## config.mk

```make
export PLATFORM = sky130hd
export DESIGN_NAME = dp_sequencer_flat
export DESIGN_NICKNAME = d
export VERILOG_FILES = /design/src/rtl/dp_sequencer_if.sv /design/src/rtl/dp_sequencer.sv /design/src/flat_wrapper.sv
export SDC_FILE = /design/constraint.sdc
export NUM_CORES = 2
export LEC_CHECK = 0
export BUFFER_PORTS_ARGS = -buffer_cell sky130_fd_sc_hd__buf_2
export CAP_MARGIN = 20
export CORE_MARGIN = 1
export CORE_UTILIZATION = 50
export CTS_CLUSTER_SIZE = 40
export DETAILED_ROUTE_END_ITERATION = 10
export GPL_ROUTABILITY_DRIVEN = 0
export PLACE_DENSITY = 0.67
export SYNTH_ARGS = -nofsm -noshare
export SYNTH_HDL_FRONTEND = slang
export SYNTH_SLANG_ARGS = --single-unit
```

## constraint.sdc

```tcl
create_clock -name clk -period 2.3 [get_ports clk]
set_input_delay 0.23 -clock clk [delete_from_list [all_inputs] [get_ports clk]]
set_output_delay 0.23 -clock clk [all_outputs]
set_load 0.005 [all_outputs]
```

## src/rtl/dp_sequencer_if.sv

```systemverilog
// Bundle of the decoder handshake, ALU drive/return, completion, debug read
// and host preload signals of the data-processing sequencer.
interface dp_sequencer_if #(
    parameter int DATA_WIDTH = 32
);
    // Decoded instruction handshake
    logic                  instr_valid;
    logic                  instr_ready;
    logic [3:0]            instr_cond;
    logic [3:0]            instr_opcode;
    logic                  instr_s;
    logic [3:0]            instr_rn;
    logic [3:0]            instr_rd;
    logic [3:0]            instr_rm;
    logic                  instr_imm_sel;
    logic [DATA_WIDTH-1:0] instr_imm;

    // Combinational ALU drive and return
    logic                  alu_enable;
    logic [3:0]            alu_opcode;
    logic [DATA_WIDTH-1:0] alu_operand1;
    logic [DATA_WIDTH-1:0] alu_operand2;
    logic                  alu_carry_in;
    logic                  alu_flag_update;
    logic [DATA_WIDTH-1:0] alu_result;
    logic                  alu_n;
    logic                  alu_z;
    logic                  alu_c;
    logic                  alu_v;

    // Completion and architectural flags
    logic                  done_valid;
    logic                  done_executed;
    logic [3:0]            nzcv;

    // Debug read and host preload
    logic [3:0]            dbg_addr;
    logic [DATA_WIDTH-1:0] dbg_data;
    logic                  host_wr_en;
    logic [3:0]            host_wr_addr;
    logic [DATA_WIDTH-1:0] host_wr_data;

    // Sequencer side
    modport slave (
        input  instr_valid, instr_cond, instr_opcode, instr_s,
               instr_rn, instr_rd, instr_rm, instr_imm_sel, instr_imm,
        output instr_ready,
        output alu_enable, alu_opcode, alu_operand1, alu_operand2,
               alu_carry_in, alu_flag_update,
        input  alu_result, alu_n, alu_z, alu_c, alu_v,
        output done_valid, done_executed, nzcv,
        input  dbg_addr,
        output dbg_data,
        input  host_wr_en, host_wr_addr, host_wr_data
    );

    // Decoder / ALU / host side
    modport master (
        output instr_valid, instr_cond, instr_opcode, instr_s,
               instr_rn, instr_rd, instr_rm, instr_imm_sel, instr_imm,
        input  instr_ready,
        input  alu_enable, alu_opcode, alu_operand1, alu_operand2,
               alu_carry_in, alu_flag_update,
        output alu_result, alu_n, alu_z, alu_c, alu_v,
        input  done_valid, done_executed, nzcv,
        output dbg_addr,
        input  dbg_data,
        output host_wr_en, host_wr_addr, host_wr_data
    );
endinterface

```

## src/rtl/dp_sequencer.sv

```systemverilog
// Multi-cycle sequencer for data-processing instructions: accepts one decoded
// instruction, checks its condition against NZCV, reads operands from the
// register bank, drives the external ALU for one cycle and writes back the
// result and/or flags.
module dp_sequencer #(
    parameter int DATA_WIDTH = 32,
    parameter int NUM_REGS   = 16
) (
    input  logic           clk,
    input  logic           rst_n,
    dp_sequencer_if.slave  bus
);

    localparam logic [1:0] S_IDLE = 2'b00;
    localparam logic [1:0] S_READ = 2'b01;
    localparam logic [1:0] S_EXEC = 2'b10;
    localparam logic [1:0] S_WB   = 2'b11;

    // ARM condition-code evaluation against flags {N,Z,C,V}; 1111 never passes.
    function automatic logic cond_pass(input logic [3:0] cond, input logic [3:0] flags);
        logic n, z, c, v, pass;
        {n, z, c, v} = flags;
        case (cond)
            4'b0000: pass = z;
            4'b0001: pass = ~z;
            4'b0010: pass = c;
            4'b0011: pass = ~c;
            4'b0100: pass = n;
            4'b0101: pass = ~n;
            4'b0110: pass = v;
            4'b0111: pass = ~v;
            4'b1000: pass = c & ~z;
            4'b1001: pass = ~c | z;
            4'b1010: pass = (n == v);
            4'b1011: pass = (n != v);
            4'b1100: pass = ~z & (n == v);
            4'b1101: pass = z | (n != v);
            4'b1110: pass = 1'b1;
            default: pass = 1'b0;
        endcase
        return pass;
    endfunction

    // Opcodes whose V output is meaningful; logical ops keep the old V.
    function automatic logic is_arith(input logic [3:0] op);
        logic arith;
        case (op)
            4'b0010, 4'b0011, 4'b0100, 4'b0101,
            4'b0110, 4'b0111, 4'b1010, 4'b1011: arith = 1'b1;
            default:                           arith = 1'b0;
        endcase
        return arith;
    endfunction

    logic [1:0]            r_state;
    logic [1:0]            w_state_nxt;

    logic [3:0]            r_cond;
    logic [3:0]            r_opcode;
    logic                  r_s;
    logic [3:0]            r_rn;
    logic [3:0]            r_rd;
    logic [3:0]            r_rm;
    logic                  r_imm_sel;
    logic [DATA_WIDTH-1:0] r_imm;

    logic [DATA_WIDTH-1:0] r_op1;
    logic [DATA_WIDTH-1:0] r_op2;
    logic [DATA_WIDTH-1:0] r_result;
    logic [3:0]            r_alu_flags;
    logic [3:0]            r_nzcv;
    logic [DATA_WIDTH-1:0] r_regs [NUM_REGS];

    logic                  r_instr_ready;
    logic                  r_alu_enable;
    logic [3:0]            r_alu_opcode;
    logic                  r_alu_carry_in;
    logic                  r_alu_flag_update;
    logic                  r_done_valid;
    logic                  r_done_executed;

    logic                  w_accept;
    logic                  w_cond_pass;
    logic                  w_is_compare;
    logic                  w_flag_update;
    logic                  w_rd_write;
    logic                  w_flag_write;

    // r_instr_ready mirrors "state is IDLE", so it doubles as the accept gate.
    assign w_accept      = bus.instr_valid & r_instr_ready;
    assign w_cond_pass   = cond_pass(r_cond, r_nzcv);
    assign w_is_compare  = (r_opcode[3:2] == 2'b10);
    assign w_flag_update = r_s | w_is_compare;
    // r_done_executed is only set in WB when the instruction went through EXEC.
    assign w_rd_write    = (r_state == S_WB) & r_done_executed & ~w_is_compare;
    assign w_flag_write  = (r_state == S_WB) & r_done_executed & w_flag_update;

    // Next-state selection for the IDLE -> READ -> (EXEC) -> WB sequence.
    always_comb begin
        w_state_nxt = r_state;
        case (r_state)
            S_IDLE: begin
                if (w_accept) begin
                    w_state_nxt = S_READ;
                end else begin
                    w_state_nxt = S_IDLE;
                end
            end
            S_READ: begin
                if (w_cond_pass) begin
                    w_state_nxt = S_EXEC;
                end else begin
                    w_state_nxt = S_WB;
                end
            end
            S_EXEC:  w_state_nxt = S_WB;
            S_WB:    w_state_nxt = S_IDLE;
            default: w_state_nxt = S_IDLE;
        endcase
    end

    // State register.
    always_ff @(posedge clk or negedge rst_n) begin
        if (!rst_n) begin
            r_state <= S_IDLE;
        end else begin
            r_state <= w_state_nxt;
        end
    end

    // Latch every instruction field at accept.
    always_ff @(posedge clk or negedge rst_n) begin
        if (!rst_n) begin
            r_cond    <= 4'b0000;
            r_opcode  <= 4'b0000;
            r_s       <= 1'b0;
            r_rn      <= 4'b0000;
            r_rd      <= 4'b0000;
            r_rm      <= 4'b0000;
            r_imm_sel <= 1'b0;
            r_imm     <= {DATA_WIDTH{1'b0}};
        end else if (w_accept) begin
            r_cond    <= bus.instr_cond;
            r_opcode  <= bus.instr_opcode;
            r_s       <= bus.instr_s;
            r_rn      <= bus.instr_rn;
            r_rd      <= bus.instr_rd;
            r_rm      <= bus.instr_rm;
            r_imm_sel <= bus.instr_imm_sel;
            r_imm     <= bus.instr_imm;
        end
    end

    // Fetch operands from the bank in READ; they stay held afterwards.
    always_ff @(posedge clk or negedge rst_n) begin
        if (!rst_n) begin
            r_op1 <= {DATA_WIDTH{1'b0}};
            r_op2 <= {DATA_WIDTH{1'b0}};
        end else if (r_state == S_READ) begin
            r_op1 <= r_regs[r_rn];
            r_op2 <= r_imm_sel ? r_imm : r_regs[r_rm];
        end
    end

    // Capture the ALU result and flags at the end of EXEC.
    always_ff @(posedge clk or negedge rst_n) begin
        if (!rst_n) begin
            r_result    <= {DATA_WIDTH{1'b0}};
            r_alu_flags <= 4'b0000;
        end else if (r_state == S_EXEC) begin
            r_result    <= bus.alu_result;
            r_alu_flags <= {bus.alu_n, bus.alu_z, bus.alu_c, bus.alu_v};
        end
    end

    // Register bank: host preload first, so a same-edge writeback to the same index wins.
    always_ff @(posedge clk or negedge rst_n) begin
        if (!rst_n) begin
            for (int i = 0; i < NUM_REGS; i++) begin
                r_regs[i] <= {DATA_WIDTH{1'b0}};
            end
        end else begin
            if (bus.host_wr_en) begin
                r_regs[bus.host_wr_addr] <= bus.host_wr_data;
            end
            if (w_rd_write) begin
                r_regs[r_rd] <= r_result;
            end
        end
    end

    // NZCV update in WB; V only changes for arithmetic opcodes.
    always_ff @(posedge clk or negedge rst_n) begin
        if (!rst_n) begin
            r_nzcv <= 4'b0000;
        end else if (w_flag_write) begin
            r_nzcv[3:1] <= r_alu_flags[3:1];
            if (is_arith(r_opcode)) begin
                r_nzcv[0] <= r_alu_flags[0];
            end
        end
    end

    // Registered handshake, ALU-control and completion outputs decoded from the next state.
    always_ff @(posedge clk or negedge rst_n) begin
        if (!rst_n) begin
            r_instr_ready     <= 1'b1;
            r_alu_enable      <= 1'b0;
            r_alu_opcode      <= 4'b0000;
            r_alu_carry_in    <= 1'b0;
            r_alu_flag_update <= 1'b0;
            r_done_valid      <= 1'b0;
            r_done_executed   <= 1'b0;
        end else begin
            r_instr_ready     <= (w_state_nxt == S_IDLE);
            r_alu_enable      <= (w_state_nxt == S_EXEC);
            r_alu_opcode      <= (w_state_nxt == S_EXEC) ? r_opcode : 4'b0000;
            r_alu_carry_in    <= (w_state_nxt == S_EXEC) ? r_nzcv[1] : 1'b0;
            r_alu_flag_update <= (w_state_nxt == S_EXEC) ? w_flag_update : 1'b0;
            r_done_valid      <= (w_state_nxt == S_WB);
            r_done_executed   <= (w_state_nxt == S_WB) && (r_state == S_EXEC);
        end
    end

    assign bus.instr_ready     = r_instr_ready;
    assign bus.alu_enable      = r_alu_enable;
    assign bus.alu_opcode      = r_alu_opcode;
    assign bus.alu_operand1    = r_op1;
    assign bus.alu_operand2    = r_op2;
    assign bus.alu_carry_in    = r_alu_carry_in;
    assign bus.alu_flag_update = r_alu_flag_update;
    assign bus.done_valid      = r_done_valid;
    assign bus.done_executed   = r_done_executed;
    assign bus.nzcv            = r_nzcv;
    assign bus.dbg_data        = r_regs[bus.dbg_addr];

endmodule
```

## src/flat_wrapper.sv

```systemverilog
// flat-port wrapper written by rule: the top's interface ports become plain ports
module dp_sequencer_flat 
#(
    parameter int DATA_WIDTH = 32,
    parameter int NUM_REGS   = 16
)
  (clk, rst_n, bus_instr_valid, bus_instr_cond, bus_instr_opcode, bus_instr_s, bus_instr_rn, bus_instr_rd, bus_instr_rm, bus_instr_imm_sel, bus_instr_imm, bus_instr_ready, bus_alu_enable, bus_alu_opcode, bus_alu_operand1, bus_alu_operand2, bus_alu_carry_in, bus_alu_flag_update, bus_alu_result, bus_alu_n, bus_alu_z, bus_alu_c, bus_alu_v, bus_done_valid, bus_done_executed, bus_nzcv, bus_dbg_addr, bus_dbg_data, bus_host_wr_en, bus_host_wr_addr, bus_host_wr_data);
  dp_sequencer_if #(.DATA_WIDTH(DATA_WIDTH)) bus_i ();
  input  logic clk;
  input  logic rst_n;
  input wire logic [$bits(bus_i.instr_valid)-1:0] bus_instr_valid;
  input wire logic [$bits(bus_i.instr_cond)-1:0] bus_instr_cond;
  input wire logic [$bits(bus_i.instr_opcode)-1:0] bus_instr_opcode;
  input wire logic [$bits(bus_i.instr_s)-1:0] bus_instr_s;
  input wire logic [$bits(bus_i.instr_rn)-1:0] bus_instr_rn;
  input wire logic [$bits(bus_i.instr_rd)-1:0] bus_instr_rd;
  input wire logic [$bits(bus_i.instr_rm)-1:0] bus_instr_rm;
  input wire logic [$bits(bus_i.instr_imm_sel)-1:0] bus_instr_imm_sel;
  input wire logic [$bits(bus_i.instr_imm)-1:0] bus_instr_imm;
  output wire logic [$bits(bus_i.instr_ready)-1:0] bus_instr_ready;
  output wire logic [$bits(bus_i.alu_enable)-1:0] bus_alu_enable;
  output wire logic [$bits(bus_i.alu_opcode)-1:0] bus_alu_opcode;
  output wire logic [$bits(bus_i.alu_operand1)-1:0] bus_alu_operand1;
  output wire logic [$bits(bus_i.alu_operand2)-1:0] bus_alu_operand2;
  output wire logic [$bits(bus_i.alu_carry_in)-1:0] bus_alu_carry_in;
  output wire logic [$bits(bus_i.alu_flag_update)-1:0] bus_alu_flag_update;
  input wire logic [$bits(bus_i.alu_result)-1:0] bus_alu_result;
  input wire logic [$bits(bus_i.alu_n)-1:0] bus_alu_n;
  input wire logic [$bits(bus_i.alu_z)-1:0] bus_alu_z;
  input wire logic [$bits(bus_i.alu_c)-1:0] bus_alu_c;
  input wire logic [$bits(bus_i.alu_v)-1:0] bus_alu_v;
  output wire logic [$bits(bus_i.done_valid)-1:0] bus_done_valid;
  output wire logic [$bits(bus_i.done_executed)-1:0] bus_done_executed;
  output wire logic [$bits(bus_i.nzcv)-1:0] bus_nzcv;
  input wire logic [$bits(bus_i.dbg_addr)-1:0] bus_dbg_addr;
  output wire logic [$bits(bus_i.dbg_data)-1:0] bus_dbg_data;
  input wire logic [$bits(bus_i.host_wr_en)-1:0] bus_host_wr_en;
  input wire logic [$bits(bus_i.host_wr_addr)-1:0] bus_host_wr_addr;
  input wire logic [$bits(bus_i.host_wr_data)-1:0] bus_host_wr_data;
  assign bus_i.instr_valid = bus_instr_valid;
  assign bus_i.instr_cond = bus_instr_cond;
  assign bus_i.instr_opcode = bus_instr_opcode;
  assign bus_i.instr_s = bus_instr_s;
  assign bus_i.instr_rn = bus_instr_rn;
  assign bus_i.instr_rd = bus_instr_rd;
  assign bus_i.instr_rm = bus_instr_rm;
  assign bus_i.instr_imm_sel = bus_instr_imm_sel;
  assign bus_i.instr_imm = bus_instr_imm;
  assign bus_instr_ready = bus_i.instr_ready;
  assign bus_alu_enable = bus_i.alu_enable;
  assign bus_alu_opcode = bus_i.alu_opcode;
  assign bus_alu_operand1 = bus_i.alu_operand1;
  assign bus_alu_operand2 = bus_i.alu_operand2;
  assign bus_alu_carry_in = bus_i.alu_carry_in;
  assign bus_alu_flag_update = bus_i.alu_flag_update;
  assign bus_i.alu_result = bus_alu_result;
  assign bus_i.alu_n = bus_alu_n;
  assign bus_i.alu_z = bus_alu_z;
  assign bus_i.alu_c = bus_alu_c;
  assign bus_i.alu_v = bus_alu_v;
  assign bus_done_valid = bus_i.done_valid;
  assign bus_done_executed = bus_i.done_executed;
  assign bus_nzcv = bus_i.nzcv;
  assign bus_i.dbg_addr = bus_dbg_addr;
  assign bus_dbg_data = bus_i.dbg_data;
  assign bus_i.host_wr_en = bus_host_wr_en;
  assign bus_i.host_wr_addr = bus_host_wr_addr;
  assign bus_i.host_wr_data = bus_host_wr_data;
  dp_sequencer #(.DATA_WIDTH(DATA_WIDTH), .NUM_REGS(NUM_REGS)) u_core (.clk(clk), .rst_n(rst_n), .bus(bus_i));
endmodule
```

==> results.md <==
Status:
- The flow ran to the end, but the final reports show violations.
- The final reports fail on setup timing.

Placed design:
- The cell area after placement is 45270 um^2.
- The post-detailed-placement half-perimeter wirelength is 85110 um.
- Prior to clock tree synthesis, the placed netlist has a worst setup slack of 147.8 ps.
- The number of buffers inserted by port buffering is 243.

Drt:
- The average wire length per cell after detail routing is 28.61 um.
- The final layout contains routed wiring with a total length of 147400 um.
- The first TritonRoute pass finished after 6 iterations.
- The DRC violation count after routing is 0.
- The per-cell via count in the routed design is 6.518.
- Across all layers, the routed design uses 33590 vias.
- Once detail routing completed, the nets flagged for antenna violations numbered 0.
- The number of DRC violations after detailed-routing iteration 0 is 4291.

CTS:
- The root buffer cell is sky130_fd_sc_hd__clkbuf_16.
- The clock reaches the later pin of the worst-skew pair after 640 ps.
- Counting the buffers created by CTS gives 80.
- The number of H-tree branching levels is 3.
- The longest clock path from root to sink contains 3 buffers.
- TritonCTS built the clock tree.
- After clock tree synthesis, the clock-pin slew on the worst setup and hold paths is 60 ps.
- The number of clock sinks is 682.

Flow run:
- Across the run, the number of max-cap violations was 0.

Die:
- The vertical die dimension is 292.3 um.
- 244 I/O pins were placed.
- The row count is 106.
- The initial utilization of the core area, before any placement, comes to 50.44%.
- The core region is 83560 um^2.
- The floorplan step set the die width to 292.3 um.
- The die covers 85450 um^2.

Logic synthesis:
- Counting every net in the synthesized netlist gives 3741.
- Summed over all instances, the cell type with the most area after synthesis is sky130_fd_sc_hd__dfrtp_1.
- The register bit total from synthesis is 682.
- The post-synthesis area per instance is 11.70 um^2.
- After synthesis, the largest area contributor takes up 40.44% of total cell area.
- Synthesis produced 3602 cells.
- The part of the Yosys area used for sequential elements is 40.50%.
- For this run, the number of Yosys warnings is 0.
- After synthesis, the share of flip-flops with an asynchronous set or reset is 100.0%.
- Counting flops with a built-in enable in the synthesized netlist gives 0.
- In this run the cell area of the synthesized design comes to 42140 um^2.
- In the synthesized netlist the dominant register cell turns out to be sky130_fd_sc_hd__dfrtp_1.
- The number of distinct library cell variants in the gate-level netlist after synthesis is 46.
- After synthesis, the cell types taking the most area are sky130_fd_sc_hd__dfrtp_1, sky130_fd_sc_hd__mux4_2, sky130_fd_sc_hd__mux2i_1.

Timing:
- Setup repair after global routing could not meet its margin everywhere.
- For this run, the top clock speed supported by timing is 0.4053 GHz.
- At the pin with the least slew margin, the transition time is 762.3 ps.
- The final-report max-slew violation count is 0.
- The time the final worst path needs with I/O delays and setup is 2468 ps.
- Once routing completed, OpenROAD measured the worst setup slack at -167.5 ps.
- The count of final setup violators is 32.
- Headroom to the max-slew limit came out at 49.18%.
- The final clock period utilization by the worst path is 107.3%.
- The total negative slack for setup checks is -3510 ps.
- The clock skew is 17.55 ps.
- The number of failing hold endpoints at the final stage was 0.

Global route:
- Across every metal layer, demand over resource in global routing totals 34.58%.
- The number of antenna violations at the first check in global routing was 3.
- The first global-routing pass estimated 219200 um of wire.
- Entering global routing, the biggest net connects 81 pins.
- The number of global-route vias before repair is 33010.
- After global routing the overflow that remains totals 0.

Setup path:
- The critical path goes through mux4_2 -> mux4_2 -> buf_6.
- The category of the critical setup timing path is flop to output port.
- The arrival time of data at the critical path endpoint is 2240 ps.
- The critical path's slowest cell is sky130_fd_sc_hd__mux4_2.
- Grouping stages by cell kind, the critical path spends the most delay in multiplexers.
- The most numerous cell on the critical path is sky130_fd_sc_hd__mux4_2.
- The largest single stage delay on the critical path is 560 ps.
- Counting both buffers and inverters, the worst setup path holds a total of 1.
- The data required time at the worst endpoint is 2070 ps.
- The endpoint type of the worst setup path is an output port.
- The worst setup path is launched from a flop.
- The maximum fanout along the worst path is 2.

Finish:
- The final cell utilization of the core is 60.80%.
- The filler cells instantiated in the layout total 6666.
- Compared with the post-synthesis result, the final layout area differs by 20.54%.
- For this run, the post-layout net count is 4149.
- Cells with a size suffix above 1 make up 33.22% of the layout.
- In the layout the commonest cells are sky130_fd_sc_hd__dfrtp_1, sky130_fd_sc_hd__mux2i_1, sky130_fd_sc_hd__mux4_2.
- The count of inserted antenna diode cells is 0.
- With fillers left out, the area of the finished cells amounts to 50800 um^2.
- The commonest non-fill, non-tap cell in the layout is sky130_fd_sc_hd__dfrtp_1.

Pwr:
- The proportion of power drawn by the clock network is 17.8%.
- The net switching share of the total power is 37.47%.
- In this run the static leakage power is 21.04 nW.
- The areal power density over the cells is 1455 nW/um^2.
- Summed over all nets, the switching power comes to 27.70 mW.
- In this run, the combinational gates consume 47.7% of the power.
- The sequential fraction of design power is 34.6%.
- Cell internal power was estimated by the tool at 46.23 mW.
- IR analysis of the VDD net gives a maximum drop of 0.7766 mV.

Min path:
- The class of the worst hold path is primary input to flop.
## per-layer routing
layer | wire length, um | global-route usage (%) | vias up
met3 | 16700 | 8.210 | 375
met5 | 34 | 0 | -
met2 | 66050 | 51.74 | 2233
met4 | 6268 | 14.70 | 6
met1 | 58400 | 48.45 | 16780
li1 | - | - | 14200
## registers in the layout, summed over array words and instances (netlist names), 2 cells and up
register,cells
u_core.r_rn,4
u_core.bus.alu_operand1,32
u_core.bus.alu_opcode,4
u_core.bus.alu_operand2,32
u_core.r_imm,32
u_core.r_result,32
u_core.r_rd,4
u_core.r_alu_flags,4
u_core.r_opcode,4
u_core.r_regs,512
u_core.r_state,2
u_core.r_rm,4
u_core.r_cond,4
u_core.bus.nzcv,4
## through the flow
step / power (mW) / std cells / hold slack [ps]
2_1_floorplan: 46.07 / 3602 / -65.59
3_3_place_gp: 55.56 / 4666 / 170.8
3_5_place_dp: 56.39 / 4666 / 173.2
4_1_cts: 72.53 / 5096 / 32.88
5_1_grt: 77.57 / 5153 / 68.91
6_report: 73.93 / 5153 / 55.05
## power groups by stage
stage          registers (mW)  clock network [mW]  logic, mW
6_report                 25.5                13.1       35.3
5_1_grt                  26.1                13.7       37.7
4_1_cts                  25.2                13.3       34.1
3_5_place_dp             26.1                   0       30.3
3_3_place_gp             25.9                   0       29.7
2_1_floorplan            21.8                   0       24.2
## final cells by class
cell class | count | area, um^2 | area share (%)
repair buffers | 733 | 6196 | 12.20
clock buffers | 124 | 2464 | 4.850
flip-flops and latches | 682 | 17090 | 33.65
inverters | 3 | 11.26 | 0.02217
well taps | 1080 | 1351 | 2.660
clock inverters | 21 | 226.5 | 0.4458
multi-input cells | 2510 | 23460 | 46.18
## worst register-to-register path, stage by stage (launching register included)
cell	delay [ps]
sky130_fd_sc_hd__dfrtp_4	750
sky130_fd_sc_hd__buf_4	360
sky130_fd_sc_hd__mux4_2	340
sky130_fd_sc_hd__mux2_2	320
sky130_fd_sc_hd__a21oi_1	140
sky130_fd_sc_hd__o21ai_0	110
## synth_stat cells, types with 8 or more instances
cell type	instances
sky130_fd_sc_hd__nor2_1	374
sky130_fd_sc_hd__nand2_1	238
sky130_fd_sc_hd__buf_2	128
sky130_fd_sc_hd__o21ai_0	222
sky130_fd_sc_hd__clkbuf_1	206
sky130_fd_sc_hd__o221ai_1	32
sky130_fd_sc_hd__a21oi_1	384
sky130_fd_sc_hd__buf_4	12
sky130_fd_sc_hd__mux2i_1	608
sky130_fd_sc_hd__dfrtp_1	681
sky130_fd_sc_hd__mux4_2	416
sky130_fd_sc_hd__mux2_2	126
sky130_fd_sc_hd__nor2b_1	8
sky130_fd_sc_hd__nand2b_1	39
sky130_fd_sc_hd__buf_1	52
sky130_fd_sc_hd__nand3b_1	10
## cells by family (layout without fill, tap and decap cells)
family	after synthesis	count (layout)	synth area share (%)
simple gates	700	700	6.879
xor+xnor	4	4	0.08315
fa+ha+maj	5	5	0.1485
flops	682	682	40.50
mux	1150	1150	40.04
buf+inv	410	881	4.269
compound gates	651	651	8.079
## final timing paths
kind / from / end / slack, ps / cells past startpoint
min in group asynchronous: rst_n / u_core.bus.alu_operand1[4] / 100 / 2
max in group asynchronous: rst_n / u_core.r_regs[211] / 1250 / 3
worst min register to register: u_core.r_imm[3] / u_core.r_imm[3] / 500 / 1
worst max-delay path: u_core.r_regs[485] / bus_dbg_data[5] / -170 / 3
worst min-delay path: bus_host_wr_data[15] / u_core.r_regs[367] / 60 / 3
worst max register to register: u_core.r_rm[1] / u_core.bus.alu_operand2[1] / 130 / 5
## what timing repair did
item                                   in CTS  in global routing
setup endpoints to repair                  32                 44
buffers inserted                          194                 57
endpoints found under the hold margin     509                  0
resized for setup                           1                  6
hold buffers                               91                  0
No activity file was read; power rests on OpenSTA's default activity.
